<file path="src/rtl/pattern_count_engine.sv">
// Bit-pattern search accelerator: reads a pattern and a message from data memory, counts
// within-byte matches, bytes containing a match, and bitstream-wide matches, then writes them back.
module pattern_count_engine #(
    parameter int unsigned PAT_W     = 5,
    parameter int unsigned BYTE_W    = 8,
    parameter int unsigned NUM_BYTES = 32,
    parameter int unsigned ADDR_W    = 8,
    parameter int unsigned CNT_W     = 8,
    parameter int unsigned PAT_ADDR  = 32,
    parameter int unsigned RES_ADDR  = 33
) (
    input  logic              clk,
    input  logic              reset,
    input  logic              start,
    input  logic [ADDR_W-1:0] base_addr,
    input  logic [7:0]        len,
    output logic              busy,
    output logic              done,
    output logic [ADDR_W-1:0] mem_addr,
    output logic              mem_wr_en,
    output logic [BYTE_W-1:0] mem_wr_data,
    input  logic [BYTE_W-1:0] mem_rd_data,
    output logic [CNT_W-1:0]  cnt_within,
    output logic [CNT_W-1:0]  cnt_bytes,
    output logic [CNT_W-1:0]  cnt_cross
);

    localparam int unsigned LEN_W  = $clog2(NUM_BYTES + 1);
    localparam int unsigned IDX_W  = $clog2(NUM_BYTES + 2);
    localparam int unsigned MW     = $clog2(BYTE_W + 1);
    localparam int unsigned SUM_W  = ((CNT_W > MW) ? CNT_W : MW) + 1;
    localparam int unsigned TAIL_W = (PAT_W > 1) ? PAT_W - 1 : 1;
    localparam int unsigned C_W    = BYTE_W + TAIL_W;
    localparam int unsigned WIN_N  = BYTE_W - PAT_W + 1;
    localparam logic [CNT_W-1:0] CNT_MAX = '1;

    typedef enum logic [2:0] {
        IDLE   = 3'd0,
        RD_PAT = 3'd1,
        SCAN   = 3'd2,
        WB0    = 3'd3,
        WB1    = 3'd4,
        WB2    = 3'd5,
        DONE   = 3'd6
    } state_t;

    state_t            state_q, state_d;
    logic [ADDR_W-1:0] base_q;
    logic [LEN_W-1:0]  len_q;
    logic [LEN_W-1:0]  len_clamped;
    logic [IDX_W-1:0]  idx_q;
    logic [PAT_W-1:0]  pat_q;
    logic [TAIL_W-1:0] tail_q;
    logic              accept;
    logic              scan_last;

    logic              busy_d, done_d, wr_en_d;
    logic [ADDR_W-1:0] addr_d;
    logic [BYTE_W-1:0] wr_data_d;

    logic [MW-1:0]     within_n, cross_all_n, cross_n;
    logic [C_W-1:0]    c_word;

    assign accept      = start && ((state_q == IDLE) || (state_q == DONE));
    assign scan_last   = (idx_q == IDX_W'(len_q) + IDX_W'(1));
    assign len_clamped = (32'(len) > NUM_BYTES) ? LEN_W'(NUM_BYTES) : LEN_W'(len);

    function automatic logic [CNT_W-1:0] sat_add(input logic [CNT_W-1:0] a,
                                                 input logic [MW-1:0] b);
        logic [SUM_W-1:0] s;
        s = SUM_W'(a) + SUM_W'(b);
        return (s > SUM_W'(CNT_MAX)) ? CNT_MAX : CNT_W'(s);
    endfunction

    // State register
    always_ff @(posedge clk) begin
        if (reset) state_q <= IDLE;
        else       state_q <= state_d;
    end

    // Next-state logic
    always_comb begin
        state_d = state_q;
        case (state_q)
            IDLE, DONE: if (start) state_d = RD_PAT;
            RD_PAT:     state_d = SCAN;
            SCAN:       if (scan_last) state_d = WB0;
            WB0:        state_d = WB1;
            WB1:        state_d = WB2;
            WB2:        state_d = DONE;
            default:    state_d = IDLE;
        endcase
    end

    // Output logic: next values for the registered memory/status outputs
    always_comb begin
        busy_d    = busy;
        done_d    = done;
        addr_d    = '0;
        wr_en_d   = 1'b0;
        wr_data_d = '0;
        case (state_q)
            IDLE: begin
                if (start) begin
                    busy_d = 1'b1;
                    done_d = 1'b0;
                end
            end
            DONE: begin
                if (start) begin
                    busy_d = 1'b1;
                    done_d = 1'b0;
                end else begin
                    busy_d = 1'b0;
                    done_d = 1'b1;
                end
            end
            RD_PAT: addr_d = ADDR_W'(PAT_ADDR);
            SCAN: begin
                if (idx_q < IDX_W'(len_q)) addr_d = base_q + ADDR_W'(idx_q);
            end
            WB0: begin
                addr_d    = ADDR_W'(RES_ADDR);
                wr_en_d   = 1'b1;
                wr_data_d = BYTE_W'(cnt_within);
            end
            WB1: begin
                addr_d    = ADDR_W'(RES_ADDR + 1);
                wr_en_d   = 1'b1;
                wr_data_d = BYTE_W'(cnt_bytes);
            end
            WB2: begin
                addr_d    = ADDR_W'(RES_ADDR + 2);
                wr_en_d   = 1'b1;
                wr_data_d = BYTE_W'(cnt_cross);
            end
            default: ;
        endcase
    end

    always_ff @(posedge clk) begin
        if (reset) begin
            busy        <= 1'b0;
            done        <= 1'b0;
            mem_addr    <= '0;
            mem_wr_en   <= 1'b0;
            mem_wr_data <= '0;
        end else begin
            busy        <= busy_d;
            done        <= done_d;
            mem_addr    <= addr_d;
            mem_wr_en   <= wr_en_d;
            mem_wr_data <= wr_data_d;
        end
    end

    // Window matches for the byte on mem_rd_data; tail bits extend windows back into the previous byte
    always_comb begin
        within_n    = '0;
        cross_all_n = '0;
        c_word      = {tail_q, mem_rd_data};
        for (int k = 0; k < int'(WIN_N); k++) begin
            if (mem_rd_data[k +: PAT_W] == pat_q) within_n = within_n + MW'(1);
        end
        for (int k = 0; k < int'(BYTE_W); k++) begin
            if (c_word[k +: PAT_W] == pat_q) cross_all_n = cross_all_n + MW'(1);
        end
        cross_n = (idx_q == IDX_W'(2)) ? within_n : cross_all_n;
    end

    // Run context and counters; SCAN index 1 carries the pattern, index 2+i carries byte i
    always_ff @(posedge clk) begin
        if (reset) begin
            base_q     <= '0;
            len_q      <= '0;
            idx_q      <= '0;
            pat_q      <= '0;
            tail_q     <= '0;
            cnt_within <= '0;
            cnt_bytes  <= '0;
            cnt_cross  <= '0;
        end else if (accept) begin
            base_q     <= base_addr;
            len_q      <= len_clamped;
            idx_q      <= '0;
            tail_q     <= '0;
            cnt_within <= '0;
            cnt_bytes  <= '0;
            cnt_cross  <= '0;
        end else if (state_q == SCAN) begin
            idx_q <= idx_q + IDX_W'(1);
            if (idx_q == IDX_W'(1)) pat_q <= mem_rd_data[BYTE_W-1 -: PAT_W];
            if (idx_q >= IDX_W'(2)) begin
                cnt_within <= sat_add(cnt_within, within_n);
                cnt_bytes  <= sat_add(cnt_bytes, (within_n != '0) ? MW'(1) : MW'(0));
                cnt_cross  <= sat_add(cnt_cross, cross_n);
                tail_q     <= mem_rd_data[TAIL_W-1:0];
            end
        end
    end

endmodule
</file>
<file path="config.mk">
export PLATFORM = sky130hd
export DESIGN_NAME = pattern_count_engine
export DESIGN_NICKNAME = d
export VERILOG_FILES = /design/src/rtl/pattern_count_engine.sv
export SDC_FILE = /design/constraint.sdc
export NUM_CORES = 1
export LEC_CHECK = 0
export BUFFER_PORTS_ARGS = -buffer_cell sky130_fd_sc_hd__buf_4
export CORE_ASPECT_RATIO = 0.9
export CORE_MARGIN = 2
export CORE_UTILIZATION = 60
export CTS_BUF_LIST = sky130_fd_sc_hd__clkbuf_8
export DETAILED_ROUTE_END_ITERATION = 8
export MAX_ROUTING_LAYER = met4
export PLACE_DENSITY = 0.89
export SETUP_SLACK_MARGIN = 0.15
export SYNTH_ARGS = -nofsm -noshare
export SYNTH_HDL_FRONTEND = slang
export SYNTH_SLANG_ARGS = --single-unit
</file>
<file path="constraint.sdc">
create_clock -name clk -period 6.6 [get_ports clk]
set_input_delay 0.33 -clock clk [delete_from_list [all_inputs] [get_ports clk]]
set_output_delay 0.33 -clock clk [all_outputs]
set_load 0.01 [all_outputs]
</file>
; Word level (Yosys, flattened, before mapping)
; Cells that the tools add are included.
[word_totals]
register_bits = 75
in_bits = 27
elab_cells = 93
[classes]
add_sub_neg = 13
order_cmp = 6
n_eq_ne = 20
n_mux = 27
bitwise = 1
n_reduce_logical = 12
[ops]
columns = cell, n
row1 = $eq 5x5->1, 8
row2 = $pmux 8 s5, 1
row3 = $mux 4, 8
row4 = $mux 8, 4
row5 = $add 4x1->4 const B, 7
row6 = $gt 9x8->1 const B, 3
row7 = $pmux 8 s3, 1
row8 = $add 8x4->9, 2
row9 = $pmux 3 s6, 1
row10 = $add 6x1->6 const B, 2
row11 = $add 8x1->9, 1
row12 = $eq 3x3->1 const B, 3
row13 = $add 8x6->8, 1
row14 = $gt 8x6->1 const B, 1
row15 = $mux 1, 7
row16 = $eq 3x2->1 const B, 2
row17 = $eq 6x1->1 const B, 1
row18 = $eq 6x2->1 const B, 1
row19 = $eq 6x6->1, 1
row20 = $ge 6x2->1 const B, 1
row21 = $lt 6x6->1, 1
row22 = $mux 3, 2
row23 = $mux 6, 1
row24 = $ne 2x2->1 const B, 3
row25 = 12 further kinds, 16

; Longest topological paths before layout
[logic_depth]
word_depth = 20
depth_mapped = 31
ltp_nobuf = 30

; Worst setup path before layout
; No wires, ideal clock.
[synth_timing]
path_kind = input-to-reg
start = in mem_rd_data[5]
end = reg cnt_cross[5]
arrival_time_ns = 5.315
path_slack_ns = 1.157
stages = 26
n_path_buf = 1
cell_sequence = buf_2 xor2_1 nor2_1 nand4_1 ha_1 xnor2_1 ha_1 or3_1 o21a_1 ha_1 inv_1 mux2i_1 ha_1 nand2_1 xnor3_1 a211oi_2 xnor3_1 a21oi_2 ha_1 a21oi_1 o21ai_0 and2_1 a41oi_1 nand2_1 o22ai_1 nor2_1
[synth_via]
elab_chain_len = 18
elab_cells_between_ends = 22
cone_classes = add/sub: 7 / order compare: 1 / eq/ne: 5 / mux: 9
[synth_rtl]
columns = item, line
row1 = from (decl), 22  ; input logic [BYTE_W-1:0] mem_rd_data,
row2 = $eq 5x5->1, "163, 166"
row3 = $mux 4, "163, 166"
row4 = $add 4x1->4, "163, 166"
row5 = $mux 4, "163, 166"
row6 = $add 4x1->4, "163, 166"
row7 = $mux 4, "163, 166"
row8 = $add 4x1->4, 166  ; if (c_word[k +: PAT_W] == pat_q) cross_all_n = cross_all_n + MW'(1);
row9 = $mux 4, 166
row10 = [2 not listed], n/a
row11 = $add 4x1->4, 166
row12 = $mux 4, 166
row13 = $add 4x1->4, 166
row14 = $mux 4, 166
row15 = $mux 4 (*), 168  ; cross_n = (idx_q == IDX_W'(2)) ? within_n : cross_all_n;
row16 = $add 8x4->9 (*), 71  ; s = SUM_W'(a) + SUM_W'(b);
row17 = $gt 9x8->1, 72  ; return (s > SUM_W'(CNT_MAX)) ? CNT_MAX : CNT_W'(s);
row18 = $mux 8 (*), 72
row19 = to (signal assigned), 196  ; cnt_cross <= sat_add(cnt_cross, cross_n);
row20 = to (decl), 25  ; output logic [CNT_W-1:0] cnt_cross
; Every way passes the cells marked *; elsewhere a longest branch is shown, timed or not.
; A chain may end at the register's enable or synchronous reset.

; Worst setup path after layout
[layout_timing]
start = reg pat_q[4]
end = reg cnt_cross[5]
[layout_via]
elab_chain_len = 20
elab_cells_between_ends = 27
cone_classes = add/sub: 8 / order compare: 1 / eq/ne: 8 / mux: 10
[layout_rtl]
columns = item, line
row1 = from (decl), 52  ; logic [PAT_W-1:0] pat_q;
row2 = from (signal assigned), 192  ; if (idx_q == IDX_W'(1)) pat_q <= mem_rd_data[BYTE_W-1 -: PAT_W];
row3 = $eq 5x5->1, "163, 166"
row4 = $mux 1, "163, 166"
row5 = $add 4x1->4, "163, 166"
row6 = $mux 4, "163, 166"
row7 = $add 4x1->4, "163, 166"
row8 = $mux 4, "163, 166"
row9 = $add 4x1->4, "163, 166"
row10 = $mux 4, "163, 166"
row11 = [4 not listed], n/a
row12 = $add 4x1->4, 166
row13 = $mux 4, 166
row14 = $add 4x1->4, 166
row15 = $mux 4, 166
row16 = $mux 4 (*), 168
row17 = $add 8x4->9 (*), 71
row18 = $gt 9x8->1, 72
row19 = $mux 8 (*), 72
; Marked as above.

==> impl_metrics.py <==
metrics = {
    "run_status": {
        "status": "completed",
    },
    "detailed_routing": {
        "antenna_left": 0,
        "drt_pre_antenna_iters": 6,
        "wl_um": 11800,
        "drcViolationCount": 0,
        "avgViaCountPerCell": 5.92,
        "vias": 4304,
        "drtIter0Drc": 245,
        "wl_per_cell_um": 16.2,
    },
    "critical_path": {
        "worstPathArrival_ns": 6.34,
        "cp_slowest_cell": "xnor3_1",
        "path_class": "flop to flop",
        "start_kind": "flop",
        "cp_max_fo": 9,
        "path_common_cell": "ha_1",
        "required_ns": 6.80,
        "critPathMaxStageDelay_ns": 0.40,
        "end_kind": "flop",
    },
    "floorplan": {
        "die_y_um": 89.2,
        "core_area_um2": 7950,
        "die_area_um2": 8800,
        "io-pin-count": 70,
        "fp-row-count": 31,
        "start_util_pct": 60.8,
        "die_width_um": 98.6,
    },
    "sta": {
        "worst_slack_ns": 0.466,
        "maxSlewHeadroom_pct": 44.1,
        "rsz0062_at_grt": "yes",
        "hold_violations": 0,
        "finalClockSkew_ns": 0.0102,
        "setup_viol": 0,
        "post-route-min-period_ns": 6.13,
        "tightestPinTransition_ns": 0.832,
        "slew_violations": 0,
        "whs_ns": 0.182,
        "min_period_over_period_pct": 92.9,
        "fmax_ghz": 0.163,
        "final.setup.tns_ns": 0,
    },
    "flow_run": {
        "drv_cap": 0,
    },
    "clocking": {
        "ctsHtreeMaxLevel": 3,
        "root_buffer": "clkbuf_8",
        "clockBufferDepth": 2,
        "cts_tree": "done",
        "insertion_delay_ns": 0.35,
        "numCtsBuffers": 9,
        "hold_buffers": 0,
        "clk_pin_slew_ns": 0.08,
        "clock-sinks": 75,
    },
    "placed_design": {
        "place_area_um2": 5340,
        "gp_congestion": 0.883,
        "port_buffers": 69,
        "dp_hpwl_um": 8500,
        "dp_cells": 711,
        "dp_worst_setup_slack_ns": 0.357,
    },
    "global_route": {
        "grtUsageMet3_pct": 5.39,
        "gr-usage-all-layers_pct": 27.7,
        "use_met1_pct": 36.3,
        "grt_pass1_wl_um": 19100,
        "busiest_layer": "met2",
        "grt_max_degree": 33,
        "grt_pass1_vias": 4035,
        "antenna_found_initial": 0,
        "met2_usage_pct": 44.3,
        "grt-ovfl-total": 0,
    },
    "power_and_ir_drop": {
        "power.switching_mw": 0.457,
        "p_clk_share_pct": 25.2,
        "seq_power_share_pct": 44.0,
        "sw_frac_of_total_pct": 36.9,
        "power_density_nw_per_um2": 224,
        "ir_drop_mv": 0.168,
        "p_leak_nw": 2.45,
        "total_power_mw": 1.24,
        "combPwrFrac_pct": 30.8,
        "p_int_mw": 0.782,
    },
    "logic_synthesis": {
        "synth_nets": 635,
        "ys_seq_area_share_pct": 31.0,
        "synthTopCellsByCount": "dfxtp_1, nor2_1, nand2_1",
        "synth_edf_count": 0,
        "syn_inst": 569,
        "yosysTopAreaCellShare_pct": 31.0,
        "async_flop_share_pct": 0,
        "synth_cell_types": 61,
        "synth_top_cell_by_area": "dfxtp_1",
        "synth_most_common_cell": "dfxtp_1",
        "synth_flop_cell": "dfxtp_1",
        "yosys_warnings": 0,
        "ys_seq_elements": 75,
        "ys_top_cells_by_area": "dfxtp_1, ha_1, xnor2_1",
        "syn_area_um2": 4840,
        "syn_avg_cell_area_um2": 8.50,
    },
    "final_layout": {
        "stdcell_count": 727,
        "n_fill_cell": 593,
        "nNetsFinal": 689,
        "utilization_pct": 69.5,
        "drive_gt1_share_pct": 17.0,
        "design_area_um2": 5530,
        "regArea_um2": 1510,
        "multi_input_area_um2": 3080,
        "areaGrowthSynthToFinish_pct": 14.3,
        "num_antenna_cells": 0,
    },
    "min_path": {
        "hp-class": "input port to flop",
    },
}
## sequential cells by signal (all words and copies together) (netlist names), 4 cells and up
register	flops
base_q	8
cnt_bytes	8
cnt_cross	8
cnt_within	8
idx_q	6
len_q	6
mem_addr	8
mem_wr_data	8
pat_q	5
tail_q	4
## worst max-delay path, delay by kind of cell (launching register included)
kind / cells / cell delay [ns]
XOR/XNOR: 4 / 1.09
AND/OR/NAND/NOR: 8 / 1.29
multiplexers: 1 / 0.27
AO/OA/AOI/OAI: 8 / 1.43
flip-flops: 1 / 0.31
buffers and inverters: 3 / 0.31
adder cells (fa/ha/maj): 5 / 1.30
## area by class of cell
type / instances / share of cell area, %
clock inverters: 7 / 0.838
flip-flops and latches: 75 / 27.3
inverters: 31 / 2.11
well taps: 99 / 2.24
clock buffers: 9 / 2.24
multi-input cells: 435 / 55.7
repair buffers: 71 / 9.64
## cell usage in the layout (no fill, tap or decap), types with 2 or more instances in the layout
| cell type | count |
|---|---|
| dfxtp_1 | 71 |
| buf_4 | 71 |
| nor2_1 | 63 |
| nand2_1 | 43 |
| xnor2_1 | 40 |
| ha_1 | 36 |
| xor2_1 | 35 |
| inv_1 | 33 |
| o21ai_0 | 30 |
| a21oi_1 | 30 |
| nand3_1 | 20 |
| mux2i_1 | 15 |
| nor3_1 | 11 |
| clkbuf_8 | 9 |
| nand4_1 | 8 |
| a21o_1 | 8 |
| a22oi_1 | 8 |
| a211oi_1 | 7 |
| nor2b_1 | 7 |
| mux2_2 | 7 |
| a31oi_1 | 7 |
| and3_1 | 5 |
| nand2b_1 | 4 |
| dfxtp_2 | 4 |
| or2_2 | 3 |
| and2_1 | 3 |
| a311oi_1 | 3 |
| fa_1 | 3 |
| or3_1 | 2 |
| nor4_1 | 2 |
| xnor3_1 | 2 |
| o211a_1 | 2 |
| o21bai_1 | 2 |
| nor4b_1 | 2 |
| a221oi_1 | 2 |
| clkinv_4 | 2 |
## timing repair
action                                  4_1_cts  5_1_grt
resized for setup                             0        5
endpoints found under the setup margin        0        7
setup buffers                                 0        0
hold endpoints to repair                      0        0
## cells by family after synthesis
family                   count (synthesis)  synth area share [%]
adder cells (fa/ha/maj)                 39                  10.6
other                                    1                0.0775
flip-flops                              75                  31.0
buffers and inverters                   59                  5.51
multiplexers                            22                  4.73
XOR/XNOR                                78                  14.8
AND/OR/NAND/NOR                        179                  17.2
AO/OA/AOI/OAI                          116                  16.0
## power by group through the flow
stage          clock network [mW]  registers [mW]  logic, mW
2_1_floorplan                   0           0.532      0.287
5_1_grt                     0.336           0.552      0.423
3_3_place_gp                    0           0.551      0.355
3_5_place_dp                    0           0.554      0.370
4_1_cts                     0.314           0.544      0.378
6_report                    0.313           0.545      0.381
## path summary, 6_finish.rpt
kind                            depth (start not counted)  slack, ns              startpoint                         to
worst min register to register                          2       0.48  tail_q[3]$_SDFFE_PP0P_     tail_q[3]$_SDFFE_PP0P_
worst max-delay path                                   29       0.47   pat_q[4]$_SDFFE_PP0P_  cnt_cross[5]$_SDFFE_PP0P_
worst min-delay path                                    3       0.18                  len[3]      len_q[3]$_SDFFE_PP0P_
worst max register to register                         29       0.47   pat_q[4]$_SDFFE_PP0P_  cnt_cross[5]$_SDFFE_PP0P_
## routing by layer
layer / up-vias / part of all wire, % / wire length, um
met2: 151 / 48 / 5620
li1: 2072 / - / -
met4: 0 / 1.5 / 181
met1: 2060 / 45 / 5310
met3: 21 / 5.8 / 681
met5: - / 0 / 0
(Power assumes the default switching activity.)
